### src/rtl/tmds_pkg.sv
// -----------------------------------------------------------------------------
// tmds_pkg
// Shared constants and types for the TMDS decoder:
//   - the four 10-bit control tokens and their {c1,c0} values
//   - SLIP_HOLD: cycles the aligner waits after a bitslip request so the
//     deserializer has time to apply the shift before the search resumes
//   - align_state_t: word-alignment FSM states
// -----------------------------------------------------------------------------
package tmds_pkg;

    localparam logic [9:0] TOK_C00 = 10'b1101010100;
    localparam logic [9:0] TOK_C01 = 10'b0010101011;
    localparam logic [9:0] TOK_C10 = 10'b0101010100;
    localparam logic [9:0] TOK_C11 = 10'b1010101011;

    localparam int SLIP_HOLD = 3;

    typedef enum logic [1:0] {
        ST_SEARCH    = 2'd0,
        ST_SLIP_WAIT = 2'd1,
        ST_LOCKED    = 2'd2
    } align_state_t;

endpackage

### src/rtl/tmds_word_decode.sv
// -----------------------------------------------------------------------------
// tmds_word_decode
// Purely combinational decode of one 10-bit TMDS word.
//   i_tmds    : 10-bit TMDS word
//   o_is_ctrl : 1 when i_tmds is one of the four control tokens
//   o_ctrl    : {c1,c0} of the matched token (0 when not a token)
//   o_data    : decoded pixel byte (meaningful only when o_is_ctrl = 0)
// Bit 9 of the word flags inversion of the low byte; bit 8 selects whether
// neighbouring bits were chained with XOR (1) or XNOR (0).
// -----------------------------------------------------------------------------
module tmds_word_decode
    import tmds_pkg::*;
(
    input  logic [9:0] i_tmds,
    output logic       o_is_ctrl,
    output logic [1:0] o_ctrl,
    output logic [7:0] o_data
);

    logic [7:0] w_q;

    always_comb begin
        o_is_ctrl = 1'b1;
        o_ctrl    = 2'b00;
        case (i_tmds)
            TOK_C00: o_ctrl = 2'b00;
            TOK_C01: o_ctrl = 2'b01;
            TOK_C10: o_ctrl = 2'b10;
            TOK_C11: o_ctrl = 2'b11;
            default: o_is_ctrl = 1'b0;
        endcase
    end

    always_comb begin
        w_q       = i_tmds[9] ? ~i_tmds[7:0] : i_tmds[7:0];
        o_data    = 8'h00;
        o_data[0] = w_q[0];
        for (int i = 1; i < 8; i++) begin
            o_data[i] = i_tmds[8] ? (w_q[i] ^ w_q[i-1]) : ~(w_q[i] ^ w_q[i-1]);
        end
    end

endmodule

### src/rtl/tmds_decoder.sv
// -----------------------------------------------------------------------------
// tmds_decoder
// TMDS channel decoder with control-token based word alignment.
//
// Parameters
//   WINDOW   : cycles allowed without a completed control run before a
//              bitslip request (SEARCH) or loss of lock (LOCKED)
//   CTRL_RUN : consecutive control tokens that form a completed run
//
// Ports
//   clk_in        : pixel clock, all logic on the rising edge
//   rst_in        : synchronous active-high reset
//   tmds_in       : deserialized 10-bit TMDS word, one per cycle
//   data_out      : decoded byte (0 for control words), 2-cycle latency
//   control_out   : last decoded control value {c1,c0}, held across data
//   de_out        : 1 when the output word is a data word
//   locked_out    : word alignment acquired
//   bitslip_out   : one-cycle request for a 1-bit deserializer word shift
//   err_count_out : alignment error count (bitslips + lock losses)
//   state_out     : alignment FSM state, for observation only
//
// Build option
//   TMDS_DECODER_ERRCNT_EN : when defined, err_count_out is a saturating
//   counter of alignment errors; otherwise it is constant 0.
//
// Decoding runs in every alignment state; lock status never gates outputs.
// -----------------------------------------------------------------------------
module tmds_decoder
    import tmds_pkg::*;
#(
    parameter int WINDOW   = 2048,
    parameter int CTRL_RUN = 8
) (
    input  logic        clk_in,
    input  logic        rst_in,
    input  logic [9:0]  tmds_in,
    output logic [7:0]  data_out,
    output logic [1:0]  control_out,
    output logic        de_out,
    output logic        locked_out,
    output logic        bitslip_out,
    output logic [15:0] err_count_out,
    output logic [1:0]  state_out
);

    localparam int WIN_W  = (WINDOW > 2) ? $clog2(WINDOW) : 1;
    localparam int RUN_W  = $clog2(CTRL_RUN + 1);
    localparam int HOLD_W = $clog2(SLIP_HOLD + 1);

    // ---------------- combinational word decode ----------------
    logic       w_is_ctrl;
    logic [1:0] w_ctrl;
    logic [7:0] w_data;

    tmds_word_decode u_word_decode (
        .i_tmds    (tmds_in),
        .o_is_ctrl (w_is_ctrl),
        .o_ctrl    (w_ctrl),
        .o_data    (w_data)
    );

    // ---------------- decode pipeline (2 stages) ----------------
    // r_s1_vld keeps the reset value on the outputs until a real word has
    // passed through stage 1, so the first word after reset appears exactly
    // two cycles after rst_in falls.
    logic       r_s1_vld;
    logic       r_s1_is_ctrl;
    logic [1:0] r_s1_ctrl;
    logic [7:0] r_s1_data;
    logic [7:0] r_data;
    logic [1:0] r_ctrl;
    logic       r_de;

    always_ff @(posedge clk_in) begin
        if (rst_in) begin
            r_s1_vld     <= 1'b0;
            r_s1_is_ctrl <= 1'b0;
            r_s1_ctrl    <= 2'b00;
            r_s1_data    <= 8'h00;
        end else begin
            r_s1_vld     <= 1'b1;
            r_s1_is_ctrl <= w_is_ctrl;
            r_s1_ctrl    <= w_ctrl;
            r_s1_data    <= w_data;
        end
    end

    always_ff @(posedge clk_in) begin
        if (rst_in) begin
            r_data <= 8'h00;
            r_ctrl <= 2'b00;
            r_de   <= 1'b0;
        end else if (r_s1_vld) begin
            r_de   <= ~r_s1_is_ctrl;
            r_data <= r_s1_is_ctrl ? 8'h00 : r_s1_data;
            if (r_s1_is_ctrl) begin
                r_ctrl <= r_s1_ctrl;
            end
        end
    end

    assign data_out    = r_data;
    assign control_out = r_ctrl;
    assign de_out      = r_de;

    // ---------------- alignment FSM ----------------
    align_state_t      r_state;
    align_state_t      w_state_next;
    logic [RUN_W-1:0]  r_run;
    logic [WIN_W-1:0]  r_win;
    logic [HOLD_W-1:0] r_hold;

    logic w_run_hit;
    logic w_win_exp;
    logic w_hold_done;
    logic w_win_clr;
    logic w_win_inc;
    logic w_bitslip;
    logic w_lock_lost;

    assign w_run_hit   = (r_run == RUN_W'(CTRL_RUN));
    assign w_win_exp   = (r_win == WIN_W'(WINDOW - 1));
    assign w_hold_done = (r_hold == HOLD_W'(SLIP_HOLD - 1));

    always_ff @(posedge clk_in) begin
        if (rst_in) begin
            r_state <= ST_SEARCH;
        end else begin
            r_state <= w_state_next;
        end
    end

    // A completed run takes priority over window expiry, so a run finishing
    // on the expiry cycle locks instead of slipping.
    always_comb begin
        w_state_next = r_state;
        w_win_clr    = 1'b0;
        w_win_inc    = 1'b0;
        w_bitslip    = 1'b0;
        w_lock_lost  = 1'b0;
        case (r_state)
            ST_SEARCH: begin
                if (w_run_hit) begin
                    w_state_next = ST_LOCKED;
                    w_win_clr    = 1'b1;
                end else if (w_win_exp) begin
                    w_state_next = ST_SLIP_WAIT;
                    w_win_clr    = 1'b1;
                    w_bitslip    = 1'b1;
                end else begin
                    w_win_inc    = 1'b1;
                end
            end
            ST_SLIP_WAIT: begin
                w_win_clr = 1'b1;
                if (w_hold_done) begin
                    w_state_next = ST_SEARCH;
                end
            end
            ST_LOCKED: begin
                if (w_run_hit) begin
                    w_win_clr    = 1'b1;
                end else if (w_win_exp) begin
                    w_state_next = ST_SEARCH;
                    w_win_clr    = 1'b1;
                    w_lock_lost  = 1'b1;
                end else begin
                    w_win_inc    = 1'b1;
                end
            end
            default: begin
                w_state_next = ST_SEARCH;
                w_win_clr    = 1'b1;
            end
        endcase
    end

    // Run counter: consecutive control tokens, saturating. Held at zero while
    // waiting for the deserializer to apply a slip, since words in flight
    // still carry the old alignment.
    always_ff @(posedge clk_in) begin
        if (rst_in || (r_state == ST_SLIP_WAIT)) begin
            r_run <= '0;
        end else if (w_is_ctrl) begin
            if (!w_run_hit) begin
                r_run <= r_run + RUN_W'(1);
            end
        end else begin
            r_run <= '0;
        end
    end

    always_ff @(posedge clk_in) begin
        if (rst_in || w_win_clr) begin
            r_win <= '0;
        end else if (w_win_inc) begin
            r_win <= r_win + WIN_W'(1);
        end
    end

    always_ff @(posedge clk_in) begin
        if (rst_in || (r_state != ST_SLIP_WAIT)) begin
            r_hold <= '0;
        end else begin
            r_hold <= r_hold + HOLD_W'(1);
        end
    end

    assign locked_out  = (r_state == ST_LOCKED);
    assign bitslip_out = w_bitslip;
    assign state_out   = r_state;

    // ---------------- alignment error counter ----------------
`ifdef TMDS_DECODER_ERRCNT_EN
    logic [15:0] r_err;

    always_ff @(posedge clk_in) begin
        if (rst_in) begin
            r_err <= 16'h0000;
        end else if ((w_bitslip || w_lock_lost) && (r_err != 16'hFFFF)) begin
            r_err <= r_err + 16'h0001;
        end
    end

    assign err_count_out = r_err;
`else
    logic w_unused_err;
    assign w_unused_err  = w_lock_lost;
    assign err_count_out = 16'h0000;
`endif

endmodule

### config.mk
export PLATFORM = sky130hd
export DESIGN_NAME = tmds_decoder
export DESIGN_NICKNAME = d
export VERILOG_FILES = /design/src/rtl/tmds_pkg.sv /design/src/rtl/tmds_word_decode.sv /design/src/rtl/tmds_decoder.sv
export SDC_FILE = /design/constraint.sdc
export NUM_CORES = 1
export LEC_CHECK = 0
export CAP_MARGIN = 20
export CORE_ASPECT_RATIO = 0.75
export CORE_MARGIN = 4
export CORE_UTILIZATION = 25
export DETAILED_ROUTE_END_ITERATION = 12
export PLACE_DENSITY_LB_ADDON = 0.05
export SLEW_MARGIN = 20
export SYNTH_ARGS = -nofsm -noshare
export SYNTH_HDL_FRONTEND = slang
export SYNTH_SLANG_ARGS = --single-unit
### constraint.sdc
create_clock -name clk_in -period 2.5 [get_ports clk_in]
set_input_delay 0.25 -clock clk_in [delete_from_list [all_inputs] [get_ports clk_in]]
set_output_delay 0.25 -clock clk_in [all_outputs]
set_load 0.02 [all_outputs]
==> impl_results.md, run 1 <==
- Slew @ Worst Pin: 551 ps
- Diode count: 0
- Worst Path Max Fanout: 4
- Post-synth EDFFs: 0
- WHS: 411 ps
- Status: finished clean
- Synth Warn #: 0
- Worst EP arrival: 2040 ps
- Register area share after synthesis: 44.9%
- Final setup skew: 7.27 ps
- CTS Sinks: 42
- Post-Syn Instances: 203
- HP Class: reg -> reg
- Register share of total power: 50.6%
- Clk slew on worst S/H paths: 80 ps
- Switching Fraction: 24.1%
- CP Capture Type: primary output
- Synth Cell Area: 1870 µm²
- Cts hold-fix bufs: 0
- Final Hold Viols: 0
- Final wirelength: 3.90 mm
- Synth area leaders: dfxtp_1 (45%), xnor2_1 (7.0%), buf_4 (6.8%), nor2_1 (4.4%), a211oi_1 (3.2%)
- Fin crit period: 2290 ps
- Initial antenna violation count: 0
- Mux share of post-synthesis cell area: 0.535%
- Area share of the largest cell type after synthesis: 44.9%
- Initial Util: 25.6%
- First-pass GRT wire length: 6.53 mm
- Post CTS Setup Buffer Count: 0
- CTS tree: built
- Synth Register Bits: 42
- Drt first pass iters: 4
- Area delta synth->final: 23.7%
- Startpoint Class: register
- Critical path's slowest cell: clkdlybuf4s50_1
- Post-CTS Resized: 0
- Die Span Y: 82.9 µm
- Post-synthesis compound-gate area fraction: 10.7%
- Normalized max-slew margin: 63.2%
- Layout cells sized above 1: 8.12%
- Fin crit share: 91.8%
- Root buffer cell: clkbuf_8
- Static Leak: 0.853 nW
- Largest family of logic cells by synthesized area: simple AND/OR/NAND/NOR gates
- Rows: 27
- Top-count cell post-synth: dfxtp_1
- Simple-Gate Fraction of Synth Area: 22.5%
- F_max: 436 MHz
- Fin Setup TNS: 0 ps
- Die W: 108 µm
- Pwr per Cell Area: 603 nW/µm²
- Most frequent cells after synthesis: dfxtp_1 (42), nor2_1 (22), buf_4 (17), xnor2_1 (15), a21oi_1 (11)
- DRC violations left: 0
- Max_cap viols: 0
- Worst EP required: 2250 ps
- VDD IR max: 0.276 mV
- RSZ-0062 raised after global routing: no
- Core Box Area: 7300 µm²
- GRT overflow: 0
- Count of pins over their slew limit: 0
- Distinct cells, synth: 38
- Global placement routability congestion: 0.612
- Crit Path Class: reg -> out
- CP bufs+invs: 1
- Synth Area in Adders: 2.68%
- Overall routing resource usage: 9.20%
- Number of global-route vias before repair: 1327
- Crit-path max cell delay: 590 ps
- Synth Flop Type: dfxtp_1
- Clock Tree Buf Depth: 2
- Largest area contributor in the netlist: dfxtp_1
- CP cell instances: ha_1, nand3_1, nor4_4, and3_1, clkdlybuf4s50_1
- Clock group share of total power: 38.6%
- HPWL Detailed: 2.94 mm
- Final ANT Viol Nets: 0
- Sw power: 0.000337 W
- Via count: 1369
- Count of buffers from port buffering: 26
- Share of async-settable or async-resettable flops after synthesis: 0%
- Nets: 249
- Vias per inst: 4.09
- Internal power: 0.00106 W
- Avg Synthesized Cell Area: 9.21 µm²
- Htree depth: 2
- CP delay by family, top: buffers and inverters
- Wire per inst: 11.6 µm
- Number of DRC markers in iteration 0: 48
- DIE AREA: 8940 µm²
- Largest net degree at the start of global routing: 18
- Final setup fails: 0
- Skew-Pair Late Insertion Delay: 290 ps
- Logic pwr share: 10.8%
- CTS Buf Count: 5
- Io pins: 43
- Synth Area in XOR/XNOR: 8.43%
## flip-flops by register name, summed over array words and instances (netlist names)
name          cells
control_out       2
r_s1_ctrl         2
r_run             4
state_out         2
data_out          8
de_out            1
r_s1_data         8
r_s1_vld          1
r_win            11
r_s1_is_ctrl      1
r_hold            2
## worst paths after layout
path / cells past startpoint / endpoint / slack, ps / startpoint
max reg2reg: 6 / r_win[6] / 940 / r_run[0]
min: 1 / r_hold[0] / 410 / r_hold[0]
min reg2reg: 1 / r_hold[0] / 410 / r_hold[0]
max: 5 / bitslip_out / 210 / r_win[0]
## per-layer routing
| metal | track usage, % | vias to the layer above | part of all wire (%) |
|---|---|---|---|
| li1 | - | 717 | - |
| met1 | 13.9 | 612 | 55 |
| met2 | 12.1 | 35 | 39 |
| met3 | 2.80 | 5 | 4.7 |
| met4 | 3.10 | 0 | 1.2 |
| met5 | 0 | - | 0 |
## metrics by stage
| stage | total power, W | setup slack (ps) | utilization [%] | area (µm²) | std cells |
|---|---|---|---|---|---|
| floorplan | 0.000836 | 881 | - | 1930 | 218 |
| global placement | 0.000878 | 539 | 30.2 | 2200 | 327 |
| detailed placement | 0.000875 | 501 | 30.2 | 2200 | 327 |
| CTS | 0.00142 | 173 | 31.7 | 2310 | 335 |
| global route | 0.00147 | 53.7 | 31.7 | 2310 | 335 |
| finish | 0.00140 | 206 | 31.7 | 2310 | 335 |
## power by group through the flow
stage | combinational (W) | clock [W] | sequential (W)
final | 0.000151 | 0.000539 | 0.000706
after global routing | 0.000168 | 0.000593 | 0.000710
after CTS | 0.000154 | 0.000561 | 0.000706
after detailed placement | 0.000153 | 0 | 0.000722
after global placement | 0.000156 | 0 | 0.000722
after floorplan | 0.000106 | 0 | 0.000730
## worst register-to-register path: cells and delay by family (launching register included)
kind                     cells  cell delay, ps
AO/OA/AOI/OAI                1             280
adder cells (fa/ha/maj)      1             190
buffers and inverters        2             220
flip-flops                   1             400
AND/OR/NAND/NOR              2             380
## layout by cell type (no fill, tap or decap), drive strengths merged, types with 2 or more instances in the layout
cell and count:
o21ai 5, dfxtp 42, inv 9, conb 16, xnor2 15, ha 4
nand4 2, xor2 3, or3 4, a211oi 9, clkbuf 6, nor2 22
nand3 8, nor2b 8, clkdlybuf4s50 26, nand2 9, a21oi 11, nor3 5
nor4bb 3, buf 6, nor3b 3, nand3b 2
## final cells by class
cell class / count / area (µm²)
fillers: 780 / 4980
multi-input cells: 143 / 898
flip-flops and latches: 42 / 841
repair buffers: 32 / 305
well taps: 101 / 126
clock buffers: 6 / 72.6
clock inverters: 2 / 37.5
inverters: 9 / 33.8
## kinds of logic after synthesis
family	Yosys count
mux	1
flops	42
other cells	1
xor+xnor	18
simple gates	73
fa+ha+maj	4
buf+inv	33
compound gates	31
(Power assumes the default switching activity.)
==> inputs of run 2 (changes only) <==
==> constraint.sdc (replaced) <==
create_clock -name clk_in -period 2.2 [get_ports clk_in]
set_input_delay 0.22 -clock clk_in [delete_from_list [all_inputs] [get_ports clk_in]]
set_output_delay 0.22 -clock clk_in [all_outputs]
set_load 0.02 [all_outputs]
==> run 2 against run 1 <==
Register-to-register slack worse by 280 ps; final cell count stayed put; clock skew rose by 3.1 ps; count of clock-buffer cells in the layout decreased by 1; critical endpoint unchanged.
==> impl_results.md, run 2 (synthesis results as in run 1) <==
- Largest net degree at the start of global routing: 21
- GRT overflow: 0
- Area delta synth->final: 22.6%
- F_max: 499 MHz
- Fin crit period: 2000 ps
- HPWL Detailed: 2.90 mm
- Vias per inst: 3.97
- Initial antenna violation count: 0
- Io pins: 43
- First-pass GRT wire length: 6.70 mm
- Number of global-route vias before repair: 1302
- Final ANT Viol Nets: 0
- Final setup skew: 10.4 ps
- HP Class: reg -> reg
- Worst Path Max Fanout: 4
- Final Hold Viols: 0
- Largest Register: r_win
- Count of buffers from port buffering: 26
- Slew @ Worst Pin: 633 ps
- Normalized max-slew margin: 57.7%
- Diode count: 0
- RSZ-0062 raised after global routing: no
- Setup slack, reg-to-reg: 660 ps
- Crit Path Class: reg -> out
- CTS tree: built
- Nets: 249
- Worst EP arrival: 1780 ps
- Via count: 1329
- Crit-path max cell delay: 380 ps
- CTS Buf Count: 5
- Most frequent cells in the layout: dfxtp_1 (42), clkdlybuf4s50_1 (25), nor2_1 (22)
- Overall routing resource usage: 9.37%
- Number of DRC markers in iteration 0: 50
- Fin util: 31.4%
- Commonest non-fill, non-tap cell in the layout: dfxtp_1
- Static Leak: 0.850 nW
- Critical path's slowest cell: dfxtp_1
- Die W: 108 µm
- Clock Tree Buf Depth: 2
- Final setup fails: 0
- Layout cells sized above 1: 8.55%
- CP delay by family, top: simple AND/OR/NAND/NOR gates
- Count of pins over their slew limit: 0
- Max FFs per register: 11
- Initial Util: 25.6%
- Root buffer cell: clkbuf_8
- Max_cap viols: 0
- DIE AREA: 8940 µm²
- Wire per inst: 11.8 µm
- Fillcell total: 782
- Pwr per Cell Area: 648 nW/µm²
- Rows: 27
- Startpoint Class: register
- Status: finished clean
- Core Box Area: 7300 µm²
- Htree depth: 2
- CTS Sinks: 42
- Die Span Y: 82.9 µm
- Worst EP required: 1980 ps
- CP cell instances: ha_1, nand3_1, nor4_4, and3_1, dlygate4sd2_1
- CP bufs+invs: 1
- VDD IR max: 0.253 mV
- Fin Setup TNS: 0 ps
- CP Capture Type: primary output
- Cts hold-fix bufs: 0
- DRC violations left: 0
- Fin crit share: 91.1%
- Clk slew on worst S/H paths: 80 ps
- Final wirelength: 3.96 mm
- Skew-Pair Late Insertion Delay: 290 ps
- Global placement routability congestion: 0.660
- Drt first pass iters: 4
run 2: cell types whose count changed in the layout (fill, tap and decap cells not counted):
cell / before / now
bufinv_16: 1 / 0
clkinv_4: 0 / 1
dlygate4sd2_1: 0 / 1
clkbuf_1: 1 / 0
clkinv_2: 0 / 1
clkdlybuf4s50_1: 26 / 25
run 2: metal layers:
| metal | vias to the layer above | wire length, µm | GRT usage, % |
|---|---|---|---|
| met5 | - | 0 | 0 |
| met4 | 0 | 27 | 2.75 |
| met3 | 2 | 190 | 2.72 |
| met2 | 24 | 1570 | 12.6 |
| met1 | 585 | 2170 | 14.2 |
| li1 | 718 | - | - |
run 2: final timing paths:
kind | start | to | cells past startpoint
setup / recovery | r_win[0] | bitslip_out | 5
hold / removal | r_hold[0] | r_hold[0] | 1
setup reg to reg | r_run[0] | r_win[5] | 6
hold reg to reg | r_hold[0] | r_hold[0] | 1
run 2: cell type report:
| type | count | area, µm² | area share, % |
|---|---|---|---|
| clock buffer | 5 | 68.8 | 3.00 |
| clock inverter | 3 | 21.3 | 0.927 |
| inverter | 9 | 33.8 | 1.47 |
| multi-input combinational | 143 | 898 | 39.2 |
| sequential | 42 | 841 | 36.7 |
| tap | 101 | 126 | 5.51 |
| timing repair buffer | 32 | 304 | 13.3 |
run 2: per-stage QoR:
stage / hold slack, ps / cells / power (W) / setup WS [ps] / instance area, µm²
finish: 415 / 335 / 0.00149 / 195 / 2290
global route: 452 / 335 / 0.00158 / 71.1 / 2290
CTS: 424 / 335 / 0.00152 / 162 / 2290
detailed placement: 412 / 327 / 0.000994 / 223 / 2200
global placement: 409 / 327 / 0.000997 / 254 / 2200
floorplan: 357 / 218 / 0.000950 / 611 / 1930
run 2: repair_timing:
action,in CTS,in global routing
endpoints found under the hold margin,0,0
setup buffers,0,0
setup endpoints to repair,1,0
gates resized for setup,1,0
run 2: power by group:
| group | total [W] | leakage (nW) | switching, W | internal [W] |
|---|---|---|---|---|
| registers | 0.000803 | 0.343 | 0.0000131 | 0.000790 |
| logic | 0.000172 | 0.464 | 0.0000975 | 0.0000750 |
| clock network | 0.000511 | 0.0441 | 0.000288 | 0.000223 |
| total | 0.00149 | 0.850 | 0.000399 | 0.00109 |
==> inputs of run 3 (changes only) <==
--- a/config.mk
+++ b/config.mk
@@ -10,6 +10,7 @@
 export CORE_MARGIN = 4
 export CORE_UTILIZATION = 25
 export DETAILED_ROUTE_END_ITERATION = 12
+export HOLD_SLACK_MARGIN = 0.05
 export PLACE_DENSITY_LB_ADDON = 0.05
 export SLEW_MARGIN = 20
 export SYNTH_ARGS = -nofsm -noshare
==> results of run 3 <==
No change in the layout: final DEF, timing and power equal those of run 2.
